`config.mk`:
```
export PLATFORM = sky130hd
export DESIGN_NAME = cpu_ex_md
export DESIGN_NICKNAME = d
export VERILOG_FILES = /design/src/rtl/cpu_ex_md.sv
export SDC_FILE = /design/constraint.sdc
export NUM_CORES = 1
export LEC_CHECK = 0
export CAP_MARGIN = 20
export CORE_UTILIZATION = 35
export CTS_CLUSTER_DIAMETER = 50
export DETAILED_ROUTE_END_ITERATION = 8
export GPL_TIMING_DRIVEN = 0
export MAX_ROUTING_LAYER = met4
export PLACE_DENSITY_LB_ADDON = 0.25
export SLEW_MARGIN = 20
export SYNTH_ARGS = -nofsm -noshare
export SYNTH_HDL_FRONTEND = slang
export SYNTH_SLANG_ARGS = --single-unit
```
`constraint.sdc`:
```
create_clock -name clk -period 6.37 [get_ports clk]
set_input_delay 1.274 -clock clk [delete_from_list [all_inputs] [get_ports clk]]
set_output_delay 1.274 -clock clk [all_outputs]
set_load 0.02 [all_outputs]
```
`src/rtl/cpu_ex_md.sv`:
```
// Execute stage: XLEN-bit ALU with WB->EX operand forwarding and a background
// iterative multiply/divide unit that owns the HI/LO registers. The MD unit runs
// one shift-add or restoring-subtract step per cycle, so ordinary ALU
// instructions keep flowing while it iterates. ID is held only when another MD
// op or an mfhi/mflo arrives while the unit is busy.
module cpu_ex_md #(
  parameter int XLEN   = 32,
  parameter int SHW    = $clog2(XLEN),
  parameter bit FWD_EN = 1'b1
) (
  input  logic            clk,
  input  logic            rst,
  input  logic            id_valid,
  input  logic [5:0]      id_c_alucontrol,
  input  logic [5:0]      id_func,
  input  logic            id_c_rfbse,
  input  logic [XLEN-1:0] id_rfa,
  input  logic [XLEN-1:0] id_rfb,
  input  logic [XLEN-1:0] id_se,
  input  logic [SHW-1:0]  id_shamt,
  input  logic [4:0]      id_rs,
  input  logic [4:0]      id_rt,
  input  logic [4:0]      id_rf_waddr,
  input  logic            id_c_rfw,
  input  logic            wb_rfw,
  input  logic [4:0]      wb_waddr,
  input  logic [XLEN-1:0] wb_wdata,
  output logic            ex_stall,
  output logic            md_busy,
  output logic            p_valid,
  output logic            p_c_rfw,
  output logic [4:0]      p_rf_waddr,
  output logic [XLEN-1:0] p_alu_r,
  output logic [XLEN-1:0] p_rfb
);

  localparam logic [1:0] S_IDLE = 2'd0;
  localparam logic [1:0] S_MUL  = 2'd1;
  localparam logic [1:0] S_DIV  = 2'd2;
  localparam int         CW     = SHW + 1;

  logic [1:0]      state;
  logic [CW-1:0]   cnt;
  logic [XLEN-1:0] hi, lo;
  logic [XLEN-1:0] md_a, md_b, md_q;
  logic            neg_res, neg_rem, div_zero;

  // Operand selection with WB->EX bypass (register 0 is never forwarded)
  logic            fwd_a, fwd_b;
  logic [XLEN-1:0] op_x, op_rt, op_y;
  assign fwd_a = FWD_EN && wb_rfw && (wb_waddr != 5'd0) && (wb_waddr == id_rs);
  assign fwd_b = FWD_EN && wb_rfw && (wb_waddr != 5'd0) && (wb_waddr == id_rt);
  assign op_x  = fwd_a ? wb_wdata : id_rfa;
  assign op_rt = fwd_b ? wb_wdata : id_rfb;
  assign op_y  = id_c_rfbse ? id_se : op_rt;

  // Map opcode-level ALU control onto the R-type function encoding
  logic [5:0]     func;
  logic [SHW-1:0] sh;
  always_comb begin
    // NOTE: every always_comb output gets a default first so no path infers a latch.
    func = id_func;
    sh   = id_shamt;
    if (id_c_alucontrol != 6'h00) begin
      case (id_c_alucontrol)
        6'h08, 6'h09, 6'h23, 6'h2b: func = 6'h21;
        6'h0c:   func = 6'h24;
        6'h0d:   func = 6'h25;
        6'h0a:   func = 6'h2a;
        6'h0b:   func = 6'h2b;
        6'h0f: begin
          func = 6'h00;
          sh   = SHW'(XLEN / 2);
        end
        default: func = 6'h3f;
      endcase
    end
  end

  logic is_md, is_div, is_signed, is_mfhi, is_mflo, accept;
  assign is_md     = (func == 6'h18) || (func == 6'h19) || (func == 6'h1a) || (func == 6'h1b);
  assign is_div    = (func == 6'h1a) || (func == 6'h1b);
  assign is_signed = (func == 6'h18) || (func == 6'h1a);
  assign is_mfhi   = (func == 6'h10);
  assign is_mflo   = (func == 6'h12);
  assign md_busy   = (state != S_IDLE);
  assign ex_stall  = id_valid && md_busy && (is_md || is_mfhi || is_mflo);
  assign accept    = id_valid && is_md && !md_busy && !rst;

  // Magnitudes and signs captured when an MD op is accepted
  logic            sx, sy;
  logic [XLEN-1:0] abs_x, abs_y;
  assign sx    = is_signed && op_x[XLEN-1];
  assign sy    = is_signed && op_y[XLEN-1];
  assign abs_x = sx ? -op_x : op_x;
  assign abs_y = sy ? -op_y : op_y;

  // Single-cycle ALU; results outside the supported set read as zero
  logic [XLEN-1:0] alu_r;
  always_comb begin
    alu_r = '0;
    case (func)
      6'h21:   alu_r = op_x + op_y;
      6'h23:   alu_r = op_x - op_y;
      6'h24:   alu_r = op_x & op_y;
      6'h25:   alu_r = op_x | op_y;
      6'h27:   alu_r = ~(op_x | op_y);
      6'h2a:   alu_r = {{(XLEN-1){1'b0}}, ($signed(op_x) < $signed(op_y))};
      6'h2b:   alu_r = {{(XLEN-1){1'b0}}, (op_x < op_y)};
      6'h00:   alu_r = op_y << sh;
      6'h02:   alu_r = op_y >> sh;
      6'h03:   alu_r = $unsigned($signed(op_y) >>> sh);
      6'h10:   alu_r = hi;
      6'h12:   alu_r = lo;
      default: alu_r = '0;
    endcase
  end

  // One iteration of shift-add multiply or restoring divide on magnitudes
  logic [XLEN:0]   mul_sum, div_sh;
  logic [XLEN-1:0] div_diff, a_nx, q_nx;
  logic            div_ge;
  always_comb begin
    mul_sum  = {1'b0, md_a} + (md_q[0] ? {1'b0, md_b} : '0);
    div_sh   = {md_a, md_q[XLEN-1]};
    div_ge   = (div_sh >= {1'b0, md_b});
    div_diff = div_sh[XLEN-1:0] - md_b;
    if (state == S_DIV) begin
      a_nx = div_ge ? div_diff : div_sh[XLEN-1:0];
      q_nx = {md_q[XLEN-2:0], div_ge};
    end else begin
      a_nx = mul_sum[XLEN:1];
      q_nx = {mul_sum[0], md_q[XLEN-1:1]};
    end
  end

  // Sign fixup applied to the final step; divide by zero forces an all-ones quotient
  logic [2*XLEN-1:0] prod;
  logic [XLEN-1:0]   quo, rem;
  assign prod = neg_res ? -{a_nx, q_nx} : {a_nx, q_nx};
  assign quo  = div_zero ? '1 : (neg_res ? -q_nx : q_nx);
  assign rem  = neg_rem ? -a_nx : a_nx;

  // MD control FSM: accept, count XLEN steps, commit HI/LO on the last one
  always_ff @(posedge clk) begin
    // NOTE: sequential state uses <= so every register samples pre-edge values.
    if (rst) begin
      state    <= S_IDLE;
      cnt      <= '0;
      hi       <= '0;
      lo       <= '0;
      neg_res  <= 1'b0;
      neg_rem  <= 1'b0;
      div_zero <= 1'b0;
    end else begin
      case (state)
        S_IDLE: begin
          if (accept) begin
            state    <= is_div ? S_DIV : S_MUL;
            cnt      <= CW'(XLEN);
            neg_res  <= sx ^ sy;
            neg_rem  <= sx;
            div_zero <= is_div && (op_y == '0);
          end
        end
        S_MUL, S_DIV: begin
          cnt <= cnt - CW'(1);
          if (cnt == CW'(1)) begin
            state <= S_IDLE;
            if (state == S_DIV) begin
              hi <= rem;
              lo <= quo;
            end else begin
              hi <= prod[2*XLEN-1:XLEN];
              lo <= prod[XLEN-1:0];
            end
          end
        end
        default: state <= S_IDLE;
      endcase
    end
  end

  // MD working registers: loaded on accept, stepped while busy
  always_ff @(posedge clk) begin
    // NOTE: pure datapath, always loaded on accept before use, so it carries no reset.
    if (state == S_IDLE) begin
      if (accept) begin
        md_a <= '0;
        md_b <= is_div ? abs_y : abs_x;
        md_q <= is_div ? abs_x : abs_y;
      end
    end else begin
      md_a <= a_nx;
      md_q <= q_nx;
    end
  end

  // EX/MEM pipeline register; reset, empty ID and stalls all load a bubble
  always_ff @(posedge clk) begin
    if (rst || !id_valid || ex_stall) begin
      p_valid    <= 1'b0;
      p_c_rfw    <= 1'b0;
      p_rf_waddr <= '0;
      p_alu_r    <= '0;
      p_rfb      <= '0;
    end else begin
      p_valid    <= 1'b1;
      p_c_rfw    <= id_c_rfw && !is_md;
      p_rf_waddr <= id_rf_waddr;
      p_alu_r    <= alu_r;
      p_rfb      <= op_rt;
    end
  end

endmodule

```
==> metrics.csv <==
stage,metric,value,unit
clock_network,clkTransAtPathRegs,0.05,ns
global_routing,antenna_found_initial,0,
clock_network,ctsHoldBuffers,0,
detailed_routing,route.detailed.drc,0,
critical_path,required,6.87,ns
clock_network,clkLatencyLatePin,0.63,ns
clock_network,cts-buffers-inserted,45,
pwr,intPower,3780,µW
critical_path,critical_path.max_fanout,10,
global_routing,grt_pass1_wl,230000,µm
clock_network,h-tree-depth,2,
placed_design,portBuffers,240,
yosys,synth_top_family_by_area,compound AO/OA/AOI/OAI gates,
yosys,yosysSeqAreaShare,20.7,%
yosys,async_flop_share,0,%
floorplan,start_util,35.5,%
min_path,min_path_type,flop to flop,
yosys,synthCells,3706,
detailed_routing,wirelength,164000,µm
cells_and_area,fin_nets,4375,
placed_design,dp_slack,-2.98,ns
floorplan,core_area,79100,µm²
timing,finClkSkew,0.0280,ns
critical_path,path_cells,clkdlybuf4s50_1 -> buf_2 -> nor4_1 -> nand2_1 -> o22ai_2 -> buf_6 -> clkbuf_1 -> clkbuf_1 -> buf_1 -> a21oi_1 -> xnor2_1 -> a21oi_1 -> a21oi_1,
placed_design,dp_hpwl,134000,µm
global_routing,grt_pass1_vias,31200,
critical_path,critical_path_buf_inv_count,6,
floorplan,pin_count,244,
critical_path,cp-start-kind,input pin,
timing,max_freq,0.157,GHz
cells_and_area,drive_above_1_share,10.1,%
critical_path,cp.depth,13,
timing,finalWorstSetupSlack,-0.0115,ns
critical_path,critPathArrivalTime,6.88,ns
floorplan,rows,103,
flow_run,max_cap_violations,0,
clock_network,clock_path_buffers,3,
critical_path,crit_type,input pin to flop,
outcome,status,finished with violations,
clock_network,clock-sinks,242,
yosys,ys_warn_count,0,
global_routing,grt_max_degree,39,
critical_path,critical_path.top_delay_family,buffers and inverters,
yosys,synth-seq-cells,242,
cells_and_area,final_area,34500,µm²
min_path,holdPathStages,2,
cells_and_area,syn_to_final_growth,22.7,%
yosys,synthAdderAreaFrac,8.08,%
yosys,synth_xor_area_share,6.96,%
placed_design,placedCellCount,5001,
yosys,synth_fp_nets,4056,
timing,maxSlewViolCount,0,
timing,finalHoldViolations,0,
critical_path,r2r_setup_slack,0.11,ns
timing,timing.hold.ws,0.468,ns
yosys,synthMuxAreaShare,7.64,%
critical_path,worstSetupEndpointType,flop,
detailed_routing,firstDrtPassIters,6,
cells_and_area,stdcell_count,5111,
yosys,syn_area,28100,µm²
floorplan,die-area,81400,µm²
pwr,swShare,37.1,%
floorplan,die_w,285,µm
yosys,synthSimpleGateAreaFrac,21.0,%
yosys,yosysUniqueCellTypes,120,
timing,worst_pin_slew,1.31,ns
placed_design,routabilityCongestion,1.08,
pwr,power_frac_seq,27.1,%
critical_path,rr_worst_depth,22,
yosys,ys.flop_type,dfxtp_1,
pwr,p_leak,0.0127,µW
critical_path,path_common_cell,a21oi_1,
yosys,synth_compound_area_share,29.2,%
pwr,peakVddDrop,0.000215,V
clock_network,tritoncts,yes,
detailed_routing,drtAntennaViolNets,0,
yosys,synth-edff-count,96,
timing,max_slew_margin,12.7,%
global_routing,grt_remaining_overflow,0,
timing,finalSetupTns,-0.0115,ns
timing,setup_viol,1,
detailed_routing,vias,32600,
outcome,violations,negative setup slack,
placed_design,placed_cell_area,31900,µm²
detailed_routing,drt_iter0_drc,3649,
timing,finalCriticalPeriod,6.38,ns
pwr,clockPowerShare,43.3,%
pwr,p_per_area,174,nW/µm²
critical_path,slowest_delay,0.98,ns
cells_and_area,n_fill_cell,8325,
floorplan,fp.dieH,285,µm
yosys,synth_area_per_cell,7.58,µm²
timing,fin_crit_sh,100,%
pwr,p_sw,2230,µW
critical_path,slowest_stage,clkbuf_1,
detailed_routing,wl_per_cell,32.2,µm
clock_network,clock_tree.root_cell,clkbuf_16,
global_routing,track_usage,40.3,%
pwr,p_comb_share,29.7,%
detailed_routing,vias_per_cell,6.38,
cell usage after synthesis (all sizes together) (58+ instances only):
master    n  area, µm²
dfxtp   146       2920
nand2   320       1200
nand4    58        369
edfxtp   96       2880
ha      175       2190
o31ai    64        601
nor3     98        505
mux2i   169       1690
and2     68        427
xnor2   169       1480
clkbuf  184        772
buf      72        409
a21oi   288       1450
o21ai   245       1260
nand3   101        521
a211oi   85        653
nor2    357       1340
inv     163        617
a31oi    87        603
repair_timing:
item | CTS | global route
resized for setup | 94 | 55
pin swaps | 20 | 25
buffers inserted | 18 | 11
gates cloned | 0 | 1
setup endpoints to repair | 54 | 29
power by group through the flow:
stage	sequential (µW)	combinational, µW	clock (µW)
finish	1620	1780	2600
global route	1620	1820	2680
CTS	1620	1680	2620
detailed placement	1660	1620	0
global placement	1660	1630	0
floorplan	1670	860	0
cells in the final DEF (no fill, tap or decap), drive strengths merged, types with 52 or more instances in the layout:
master	synthesis	layout
a21o	52	52
o22ai	53	53
xnor2	169	169
a211oi	85	85
a21oi	288	288
nor2	357	357
dfxtp	146	146
ha	175	175
nand4	58	58
o21ai	245	245
nand2	320	320
mux2i	169	169
nand3	101	101
o31ai	64	64
nor3	98	98
and2	68	68
buf	72	104
clkbuf	184	233
a31oi	87	87
edfxtp	96	96
xor2	54	54
inv	163	173
clkdlybuf4s50	0	233
worst paths after layout:
kind,start,to
setup / recovery,id_c_alucontrol[4],p_alu_r[14]$_SDFF_PN0_
hold / removal,hi[9]$_SDFFE_PP0P_,hi[9]$_SDFFE_PP0P_
setup reg to reg,md_a[17]$_SDFFCE_PP0P_,hi[24]$_SDFFE_PP0P_
hold reg to reg,hi[9]$_SDFFE_PP0P_,hi[9]$_SDFFE_PP0P_
layout make-up:
type,count,area (µm²),area share [%]
clock buffers,51,1200,3.49
flip-flops and latches,242,5810,16.9
plain buffers,253,1260,3.67
repair buffers,276,2730,7.91
diodes,2,5.00,0.0145
well taps,1050,1310,3.81
multi-input cells,3040,21100,61.2
inverters,167,639,1.86
clock inverters,30,403,1.17
routing by layer:
metal,up-vias,global-route usage [%],routed length [µm]
met3,555,6.65,13300
li1,14400,-,-
met4,0,30.6,15700
met2,1917,62.2,72300
met5,-,-,0
met1,15700,46.8,63200
logic make-up (layout without fill, tap and decap cells):
family                     Yosys count  in the layout
AOI/OAI and AO/OA                 1215           1215
DFF                                242            242
buffers and inverters              424            777
other                                0              2
xor gates and xnor gates           223            223
and+or+nand+nor                   1215           1215
muxes                              208            208
adders and majority gates          179            179
through the flow:
stage                     power (µW)  utilization (%)
final                           6010             43.5
after global routing            6130             43.5
after CTS                       5920             43.1
after detailed placement        3280             40.3
after global placement          3290             40.2
after floorplan                 2530                -
flip-flops by register name, summed over array words and instances, names as in the netlist, 2 cells and up:
register	cells
p_rfb	32
cnt	6
state	2
p_alu_r	32
md_q	32
md_b	32
md_a	32
p_rf_waddr	5
hi	32
lo	32
worst register-to-register path, stage by stage, from the launching register on:
cell and delay [ns]:
edfxtp_1 0.52, ha_1 0.34, buf_2 0.17, a21oi_1 0.23
o21ai_1 0.16, a211oi_1 0.26, nor2_1 0.15, a211oi_4 0.41
buf_6 0.26, buf_6 0.21, a21oi_1 0.21, inv_2 0.22
ha_1 0.23, o21ai_1 0.17, nor4_2 0.32, nand3_1 0.20
or2_2 0.41, or4_1 0.63, nand2_2 0.22, and2_1 0.17
a41oi_1 0.13, xor2_1 0.36, a211oi_1 0.13
(Power assumes the default switching activity.)
